### src/rtl/split_bus_arbiter_if.sv
// Shared bus bundle between two masters, three slaves and the arbiter.
// The arbiter connects through the slave modport; the master modport drives it.
interface split_bus_arbiter_if;
  logic        HREQ_1;
  logic        HREQ_2;
  logic        HLOCK_1;
  logic        HLOCK_2;
  logic [15:0] HADDR_1;
  logic [15:0] HADDR_2;
  logic [31:0] HWDATA_1;
  logic [31:0] HWDATA_2;
  logic [31:0] HRDATA_1;
  logic [31:0] HRDATA_2;
  logic [31:0] HRDATA_3;
  logic [1:0]  HRESP_1;
  logic [1:0]  HRESP_2;
  logic [1:0]  HRESP_3;
  logic        HREADY;
  logic [1:0]  HSPLIT;
  logic        HGRANT_1;
  logic        HGRANT_2;
  logic [1:0]  HMAS;
  logic        MLOCK;
  logic        SEL_1;
  logic        SEL_2;
  logic        SEL_3;
  logic [15:0] HADDR;
  logic [31:0] HWDATA;
  logic [31:0] HRDATA;
  logic [1:0]  HRESP;

  modport slave (
    input  HREQ_1, HREQ_2, HLOCK_1, HLOCK_2,
    input  HADDR_1, HADDR_2, HWDATA_1, HWDATA_2,
    input  HRDATA_1, HRDATA_2, HRDATA_3,
    input  HRESP_1, HRESP_2, HRESP_3,
    input  HREADY, HSPLIT,
    output HGRANT_1, HGRANT_2, HMAS, MLOCK,
    output SEL_1, SEL_2, SEL_3,
    output HADDR, HWDATA, HRDATA, HRESP
  );

  modport master (
    output HREQ_1, HREQ_2, HLOCK_1, HLOCK_2,
    output HADDR_1, HADDR_2, HWDATA_1, HWDATA_2,
    output HRDATA_1, HRDATA_2, HRDATA_3,
    output HRESP_1, HRESP_2, HRESP_3,
    output HREADY, HSPLIT,
    input  HGRANT_1, HGRANT_2, HMAS, MLOCK,
    input  SEL_1, SEL_2, SEL_3,
    input  HADDR, HWDATA, HRDATA, HRESP
  );
endinterface

### src/rtl/split_bus_arbiter.sv
// Two-master round-robin bus arbiter with lock, hold limit and split parking.
// Muxes the owner's address phase and routes the registered data phase.
module split_bus_arbiter #(
  parameter int MAX_HOLD = 16,
  parameter int SLV_LSB  = 12
) (
  input logic               CLK,
  input logic               RST,
  split_bus_arbiter_if.slave bus
);

  typedef enum logic [1:0] {
    IDLE   = 2'd0,
    OWN_M1 = 2'd1,
    OWN_M2 = 2'd2
  } state_t;

  localparam logic [7:0] HOLD_LIM = 8'(MAX_HOLD - 1);

  state_t      state;
  state_t      win;
  logic        mlock;
  logic        last_m2;
  logic [1:0]  mask;
  logic [7:0]  hold;
  logic [1:0]  dp_slv;
  logic [1:0]  dp_mas;
  logic        dp_err;

  logic [1:0]  req;
  logic [1:0]  elig;
  logic [1:0]  avail;
  logic [1:0]  own;
  logic [1:0]  other;
  logic [1:0]  split_set;
  logic [1:0]  fld;
  logic [15:0] haddr;
  logic        own_req;
  logic        oth_elig;
  logic        split;
  logic        arb;
  logic        dec_err;
  logic [31:0] rdata;
  logic [1:0]  resp;

  assign req      = {bus.HREQ_2, bus.HREQ_1};
  assign elig     = req & ~mask;
  assign own      = {state == OWN_M2, state == OWN_M1};
  assign other    = {own[0], own[1]};
  assign own_req  = |(own & req);
  assign oth_elig = |(other & elig);

  // dp_mas is one-hot in mask bit order, so it doubles as the split mask set
  assign split = bus.HREADY && dp_slv == 2'd1 && !dp_err
              && bus.HRESP_1 == 2'b11;
  assign split_set = split ? dp_mas : 2'b00;
  assign avail     = elig & ~split_set;

  assign arb = bus.HREADY && (state == IDLE || !own_req
            || (!mlock && hold == HOLD_LIM && oth_elig)
            || |(own & split_set));

  always_comb begin
    win = IDLE;
    unique case (1'b1)
      avail == 2'b11: win = last_m2 ? OWN_M1 : OWN_M2;
      avail == 2'b01: win = OWN_M1;
      avail == 2'b10: win = OWN_M2;
      default:        win = IDLE;
    endcase
  end

  assign haddr   = own[0] ? bus.HADDR_1
                 : own[1] ? bus.HADDR_2 : 16'h0;
  assign fld     = haddr[SLV_LSB+1:SLV_LSB];
  assign dec_err = |own && fld == 2'b00;

  always_ff @(posedge CLK or negedge RST) begin
    if (!RST) begin
      state   <= IDLE;
      mlock   <= 1'b0;
      last_m2 <= 1'b1;
      mask    <= 2'b00;
      hold    <= 8'd0;
      dp_slv  <= 2'd0;
      dp_mas  <= 2'b00;
      dp_err  <= 1'b0;
    end else begin
      mask <= (mask & ~bus.HSPLIT) | split_set;
      if (bus.HREADY) begin
        dp_slv <= fld;
        dp_mas <= own;
        dp_err <= dec_err;
      end
      if (arb) begin
        state <= win;
        hold  <= 8'd0;
        mlock <= (win == OWN_M1 && bus.HLOCK_1)
              || (win == OWN_M2 && bus.HLOCK_2);
        if (win != IDLE)
          last_m2 <= (win == OWN_M2);
      end else if (!mlock && oth_elig && hold != HOLD_LIM) begin
        hold <= hold + 8'd1;
      end
    end
  end

  always_comb begin
    rdata = 32'h0;
    resp  = 2'b00;
    if (dp_err) begin
      resp = 2'b01;
    end else begin
      unique case (dp_slv)
        2'd1: begin rdata = bus.HRDATA_1; resp = bus.HRESP_1; end
        2'd2: begin rdata = bus.HRDATA_2; resp = bus.HRESP_2; end
        2'd3: begin rdata = bus.HRDATA_3; resp = bus.HRESP_3; end
        default: ;
      endcase
    end
  end

  assign bus.HGRANT_1 = own[0];
  assign bus.HGRANT_2 = own[1];
  assign bus.HMAS     = own;
  assign bus.MLOCK    = mlock;
  assign bus.SEL_1    = fld == 2'b01;
  assign bus.SEL_2    = fld == 2'b10;
  assign bus.SEL_3    = fld == 2'b11;
  assign bus.HADDR    = haddr;
  assign bus.HWDATA   = dp_mas[0] ? bus.HWDATA_1
                      : dp_mas[1] ? bus.HWDATA_2 : 32'h0;
  assign bus.HRDATA   = rdata;
  assign bus.HRESP    = resp;

endmodule

### src/flat_wrapper.sv
// flat-port wrapper written by rule: the top's interface ports become plain ports
module split_bus_arbiter_flat 
#(
  parameter int MAX_HOLD = 16,
  parameter int SLV_LSB  = 12
)
  (CLK, RST, bus_HREQ_1, bus_HREQ_2, bus_HLOCK_1, bus_HLOCK_2, bus_HADDR_1, bus_HADDR_2, bus_HWDATA_1, bus_HWDATA_2, bus_HRDATA_1, bus_HRDATA_2, bus_HRDATA_3, bus_HRESP_1, bus_HRESP_2, bus_HRESP_3, bus_HREADY, bus_HSPLIT, bus_HGRANT_1, bus_HGRANT_2, bus_HMAS, bus_MLOCK, bus_SEL_1, bus_SEL_2, bus_SEL_3, bus_HADDR, bus_HWDATA, bus_HRDATA, bus_HRESP);
  split_bus_arbiter_if bus_i ();
  input logic CLK;
  input logic RST;
  input wire logic [$bits(bus_i.HREQ_1)-1:0] bus_HREQ_1;
  input wire logic [$bits(bus_i.HREQ_2)-1:0] bus_HREQ_2;
  input wire logic [$bits(bus_i.HLOCK_1)-1:0] bus_HLOCK_1;
  input wire logic [$bits(bus_i.HLOCK_2)-1:0] bus_HLOCK_2;
  input wire logic [$bits(bus_i.HADDR_1)-1:0] bus_HADDR_1;
  input wire logic [$bits(bus_i.HADDR_2)-1:0] bus_HADDR_2;
  input wire logic [$bits(bus_i.HWDATA_1)-1:0] bus_HWDATA_1;
  input wire logic [$bits(bus_i.HWDATA_2)-1:0] bus_HWDATA_2;
  input wire logic [$bits(bus_i.HRDATA_1)-1:0] bus_HRDATA_1;
  input wire logic [$bits(bus_i.HRDATA_2)-1:0] bus_HRDATA_2;
  input wire logic [$bits(bus_i.HRDATA_3)-1:0] bus_HRDATA_3;
  input wire logic [$bits(bus_i.HRESP_1)-1:0] bus_HRESP_1;
  input wire logic [$bits(bus_i.HRESP_2)-1:0] bus_HRESP_2;
  input wire logic [$bits(bus_i.HRESP_3)-1:0] bus_HRESP_3;
  input wire logic [$bits(bus_i.HREADY)-1:0] bus_HREADY;
  input wire logic [$bits(bus_i.HSPLIT)-1:0] bus_HSPLIT;
  output wire logic [$bits(bus_i.HGRANT_1)-1:0] bus_HGRANT_1;
  output wire logic [$bits(bus_i.HGRANT_2)-1:0] bus_HGRANT_2;
  output wire logic [$bits(bus_i.HMAS)-1:0] bus_HMAS;
  output wire logic [$bits(bus_i.MLOCK)-1:0] bus_MLOCK;
  output wire logic [$bits(bus_i.SEL_1)-1:0] bus_SEL_1;
  output wire logic [$bits(bus_i.SEL_2)-1:0] bus_SEL_2;
  output wire logic [$bits(bus_i.SEL_3)-1:0] bus_SEL_3;
  output wire logic [$bits(bus_i.HADDR)-1:0] bus_HADDR;
  output wire logic [$bits(bus_i.HWDATA)-1:0] bus_HWDATA;
  output wire logic [$bits(bus_i.HRDATA)-1:0] bus_HRDATA;
  output wire logic [$bits(bus_i.HRESP)-1:0] bus_HRESP;
  assign bus_i.HREQ_1 = bus_HREQ_1;
  assign bus_i.HREQ_2 = bus_HREQ_2;
  assign bus_i.HLOCK_1 = bus_HLOCK_1;
  assign bus_i.HLOCK_2 = bus_HLOCK_2;
  assign bus_i.HADDR_1 = bus_HADDR_1;
  assign bus_i.HADDR_2 = bus_HADDR_2;
  assign bus_i.HWDATA_1 = bus_HWDATA_1;
  assign bus_i.HWDATA_2 = bus_HWDATA_2;
  assign bus_i.HRDATA_1 = bus_HRDATA_1;
  assign bus_i.HRDATA_2 = bus_HRDATA_2;
  assign bus_i.HRDATA_3 = bus_HRDATA_3;
  assign bus_i.HRESP_1 = bus_HRESP_1;
  assign bus_i.HRESP_2 = bus_HRESP_2;
  assign bus_i.HRESP_3 = bus_HRESP_3;
  assign bus_i.HREADY = bus_HREADY;
  assign bus_i.HSPLIT = bus_HSPLIT;
  assign bus_HGRANT_1 = bus_i.HGRANT_1;
  assign bus_HGRANT_2 = bus_i.HGRANT_2;
  assign bus_HMAS = bus_i.HMAS;
  assign bus_MLOCK = bus_i.MLOCK;
  assign bus_SEL_1 = bus_i.SEL_1;
  assign bus_SEL_2 = bus_i.SEL_2;
  assign bus_SEL_3 = bus_i.SEL_3;
  assign bus_HADDR = bus_i.HADDR;
  assign bus_HWDATA = bus_i.HWDATA;
  assign bus_HRDATA = bus_i.HRDATA;
  assign bus_HRESP = bus_i.HRESP;
  split_bus_arbiter #(.MAX_HOLD(MAX_HOLD), .SLV_LSB(SLV_LSB)) u_core (.CLK(CLK), .RST(RST), .bus(bus_i));
endmodule
### config.mk
export PLATFORM = sky130hd
export DESIGN_NAME = split_bus_arbiter_flat
export DESIGN_NICKNAME = d
export VERILOG_FILES = /design/src/rtl/split_bus_arbiter_if.sv /design/src/rtl/split_bus_arbiter.sv /design/src/flat_wrapper.sv
export SDC_FILE = /design/constraint.sdc
export NUM_CORES = 1
export LEC_CHECK = 0
export ABC_CLOCK_PERIOD_IN_PS = 4000
export BUFFER_PORTS_ARGS = -buffer_cell sky130_fd_sc_hd__buf_2
export CORE_AREA = 3 3 116 118
export DETAILED_ROUTE_END_ITERATION = 8
export DIE_AREA = 0 0 119 121
export GPL_ROUTABILITY_DRIVEN = 0
export SETUP_SLACK_MARGIN = 0.5
export SKIP_CTS_REPAIR_TIMING = 1
export SLEW_MARGIN = 20
export SYNTH_ARGS = -nofsm -noshare
export SYNTH_HDL_FRONTEND = slang
export SYNTH_SLANG_ARGS = --single-unit
### constraint.sdc
create_clock -name CLK -period 4 [get_ports CLK]
set_input_delay 0.4 -clock CLK [delete_from_list [all_inputs] [get_ports CLK]]
set_output_delay 0.4 -clock CLK [all_outputs]
set_load 0.1 [all_outputs]
Yosys cells after proc, flatten, opt, wreduce, memory -nomap -nowiden --
Index checks and enable logic that the tools add are counted.
Word-level totals: flip-flop bits (word level) 19, word-level logic and storage cells 75
Operators by class: bitwise logic cells 10, equal/unequal tests 16, reduce and logical (&&, ||, !) cells 27, add/sub/neg operators 1, muxes and demuxes 13
Operators by type and width (count):
- two-way mux 32 bit | 3
- case mux 32 bit (3 select lines) | 1
- two-way mux 16 bit | 2
- equality test 2 bit, second input constant | 9
- two-way mux 8 bit | 2
- bitwise AND 2 bit | 6
- case mux 2 bit (3 select lines) | 2
- logical AND 1 bit | 11
- equality test 2 x 1 -> 1 bit, second input constant | 5
- adder 8 x 1 -> 8 bit, second input constant | 1
- equality test 8 x 4 -> 1 bit, second input constant | 1
- inequality test 8 x 4 -> 1 bit, second input constant | 1
- OR reduction 2 bit | 4
- two-way mux 2 bit | 3
- NOT 2 bit | 3
- logical NOT 2 bit | 2
- logical OR 1 bit | 4
- nonzero test 2 bit | 2
- logical NOT 1 bit | 3
- bitwise OR 2 bit | 1
- AND reduction 2 bit | 1

Logic depth before layout (Yosys ltp) --
depth after elaboration 12, depth in mapped cells 8, depth with buffers taken out 6

Worst setup path after synthesis --
Ideal clock, no wire load.
kind register -> output, from reg u_core.state[1], to out bus_SEL_1, stages on the path, launching flop included 8, data required time 3.600 ns, data arrival time 3.740 ns, setup slack -0.140 ns, buffers on the path 1, cells stage by stage dfrtp_1 -> inv_1 -> ha_1 -> nor2b_1 -> clkbuf_1 -> a22oi_1 -> inv_1 -> nor2_1
RTL lines:
- from (decl) | RTL line split_bus_arbiter.sv:20 | state_t state;
- from (signal assigned) | RTL line split_bus_arbiter.sv:96 | state <= win;
- equality test 2 x 1 -> 1 bit | RTL line split_bus_arbiter.sv:48 | assign own = {state == OWN_M2, state == OWN_M1};
- named net bus_HGRANT_1 | RTL line flat_wrapper.sv:27 | output wire logic [$bits(bus_i.HGRANT_1)-1:0] bus_HGRANT_1;
- two-way mux 16 bit | RTL line split_bus_arbiter.sv:73 | assign haddr = own[0] ? bus.HADDR_1
- named net bus_HADDR[13] | RTL line flat_wrapper.sv:34 | output wire logic [$bits(bus_i.HADDR)-1:0] bus_HADDR;
- equality test 2 x 1 -> 1 bit | RTL line split_bus_arbiter.sv:127 | assign bus.SEL_1 = fld == 2'b01;
- to (decl) | RTL line flat_wrapper.sv:31 | output wire logic [$bits(bus_i.SEL_1)-1:0] bus_SEL_1;
The timed path passes the listed nets, and every way through them passes these cells.

Worst setup path in the final report --
from reg u_core.state[0], to out bus_HADDR[13]
Between the ends: word-level cells in the longest chain between the ends 3
Ends and longest elaborated chain:
- equality test 2 bit | RTL line split_bus_arbiter.sv:48
- two-way mux 16 bit | RTL line split_bus_arbiter.sv:74 | : own[1] ? bus.HADDR_2 : 16'h0;
- two-way mux 16 bit * | RTL line split_bus_arbiter.sv:73
- to (decl) | RTL line flat_wrapper.sv:34
Every way passes the cells marked *; elsewhere a longest branch is shown, timed or not.

==> flow_summary.json <==
{
  "die_y_um": 121,
  "fin_tns_setup_ns": 0,
  "htreeDepth": 1,
  "synthArstFlopShare": 1.000,
  "drt_iter0_markers": 136,
  "synth-compound-area-share": 0.3785,
  "synth_top_area_frac": 0.1826,
  "synth_mux_area_frac": 0.1684,
  "synth_xor_xnor_area_share": 0,
  "grt_pass1_vias": 3483,
  "drt-vias-per-instance": 4.863,
  "max_clock_freq_ghz": 0.3432,
  "crit_start": "u_core.state[0]",
  "antenna_found_initial": 4,
  "via_count": 3623,
  "synth_top_area_cell": "dfrtp_1",
  "r2r-end": "u_core.state[1]",
  "grt_use_total": 0.1564,
  "layout_min_cycle_time_ns": 2.914,
  "synth_top_family_by_area": "compound AO/OA/AOI/OAI gates",
  "skew_ns": 0.005921,
  "r2r-start": "u_core.state[1]",
  "routedWlPerCell_um": 16.86,
  "clk_latency_ns": 0.26,
  "synth_edf_count": 0,
  "synth_commonest_cells": "a22o_1, nor2_1, a22oi_1",
  "path_max_fanout": 16,
  "drive_above_1_share": 0.6171,
  "seq_area_frac_synth": 0.1933,
  "syn_avg_cell_area_sq_um": 8.220,
  "placed_cell_area_sq_um": 4070,
  "whs_ns": 0.07881,
  "synthSimpleGateAreaFrac": 0.1654,
  "dieArea_sq_um": 14400,
  "row_count": 41,
  "stdcell_area_sq_um": 4164,
  "timing_hold_violations_final": 0,
  "cts_tree": "yes",
  "worstPathRequired_ns": 3.60,
  "port_buffers": 296,
  "slowest_stage": "nor2b_2",
  "hp-class": "in -> async",
  "yosysMostFrequentCell": "a22o_1",
  "reg2reg_depth": 7,
  "synthAdderAreaFrac": 0.02029,
  "synth-seq-cells": 19,
  "setup_viol": 0,
  "synth_cells": 300,
  "syn_to_final_growth_pct": 68.85,
  "yosysWarnings": 0,
  "crit_end": "bus_HADDR[13]",
  "status": "finished clean",
  "worst_slew_margin_rel": 0.3359,
  "cts_buffers": 3,
  "critPathTopFamily": "buffers and inverters",
  "critPathKind": "reg -> out",
  "cts_buffer_depth": 2,
  "core_area_sq_um": 12570,
  "maxCapViolCount": 0,
  "grt_max_degree": 40,
  "synthDistinctLibCells": 45,
  "drc": 0,
  "start_kind": "register",
  "cp.depth": 6,
  "path_cells": "inv_1 -> ha_1 -> nor2b_2 -> a22oi_1 -> inv_1 -> buf_2",
  "synth_area_sq_um": 2466,
  "slew_violations": 0,
  "ant_nets": 0,
  "cts_sinks": 19,
  "rsz0062_at_grt": "no",
  "crit_arrival_ns": 2.51,
  "grt-ovfl-total": 0,
  "syn_nets": 511,
  "start_util": 0.1962,
  "cp-end-kind": "output port",
  "dr.pass1.iters": 5,
  "crit_buf_inv": 3,
  "clkTransAtPathRegs_ns": 0.06,
  "routed_wl_mm": 12.56,
  "reg2reg_slack_ns": 1.55,
  "num_io_pins": 297,
  "timing.critical_path.mode_cell": "inv_1",
  "synthTopCellsByArea": "dfrtp_1, a22o_1, mux2_2",
  "cts-root-buf": "clkbuf_16",
  "place_hpwl_mm": 10.47,
  "ys.flop_type": "dfrtp_1",
  "worst_pin_slew_ns": 0.9917,
  "chipWidth_um": 119,
  "max_stage_delay_ns": 0.56,
  "final.period_utilization": 0.7285,
  "grt_pass1_wl_mm": 18.27,
  "nNetsFinal": 784
}
[state kept, by name (all words and copies together) (netlist names)]
signal and cells:
u_core.dp_slv 2, u_core.mask 2, u_core.last_m2 1, u_core.dp_mas 2, u_core.bus.MLOCK 1, u_core.hold 8, u_core.dp_err 1, u_core.state 2
[logic make-up after synthesis]
family	after synthesis
simple gates	79
mux	37
compound gates	118
fa+ha+maj	4
buf+inv	43
flops	19
[through the flow]
stage / setup slack [ns] / std cells / util
final: 1.086 / 745 / 0.3313
after global routing: 0.8874 / 745 / 0.3313
after CTS: 0.7338 / 744 / 0.3304
after detailed placement: 1.010 / 740 / 0.3238
after global placement: 1.145 / 740 / 0.3238
after floorplan: 0.2645 / 300 / -
[per-layer routing]
| layer | track usage | routed length [um] | vias up | share of wire |
|---|---|---|---|---|
| li1 | - | - | 1721 | - |
| met1 | 0.2035 | 5226 | 1669 | 0.42 |
| met2 | 0.2621 | 6072 | 212 | 0.48 |
| met3 | 0.04103 | 1123 | 15 | 0.089 |
| met4 | 0.03041 | 103 | 6 | 0.0082 |
| met5 | 0 | 37 | - | 0.0029 |
[cells in the final DEF, fill, tap and decap left out, types with 6 or more instances in the layout]
master	instances
a21oi_1	10
a22o_1	46
a22oi_1	37
buf_2	296
buf_4	6
dfrtp_1	16
inv_1	9
mux2_2	35
nand4_1	7
nor2_1	38
o21ai_0	6
[final cells by class]
cell class / instances / area, sq um
clock buffers: 3 / 75.07
multi-input cells: 238 / 1824
well taps: 172 / 215.2
inverters: 9 / 33.78
fillers: 1343 / 8404
repair buffers: 302 / 1526
clock inverters: 1 / 7.507
flip-flops and latches: 19 / 479.2
diodes: 1 / 2.502
[worst min path at each step]
| stage | slack (ns) | end | cells past startpoint |
|---|---|---|---|
| after global routing | 0.11 | u_core.hold[2] | 1 |
| after detailed placement | 0.37 | u_core.hold[2] | 1 |
| after global placement | 0.37 | u_core.hold[3] | 1 |
| after CTS | 0.09 | u_core.hold[2] | 1 |
| after floorplan | 0.10 | u_core.bus.MLOCK | 0 |
| final | 0.08 | u_core.hold[2] | 1 |
Power is not shown: default switching activity piles up to over one toggle a cycle in this logic, so the estimate is an artifact.
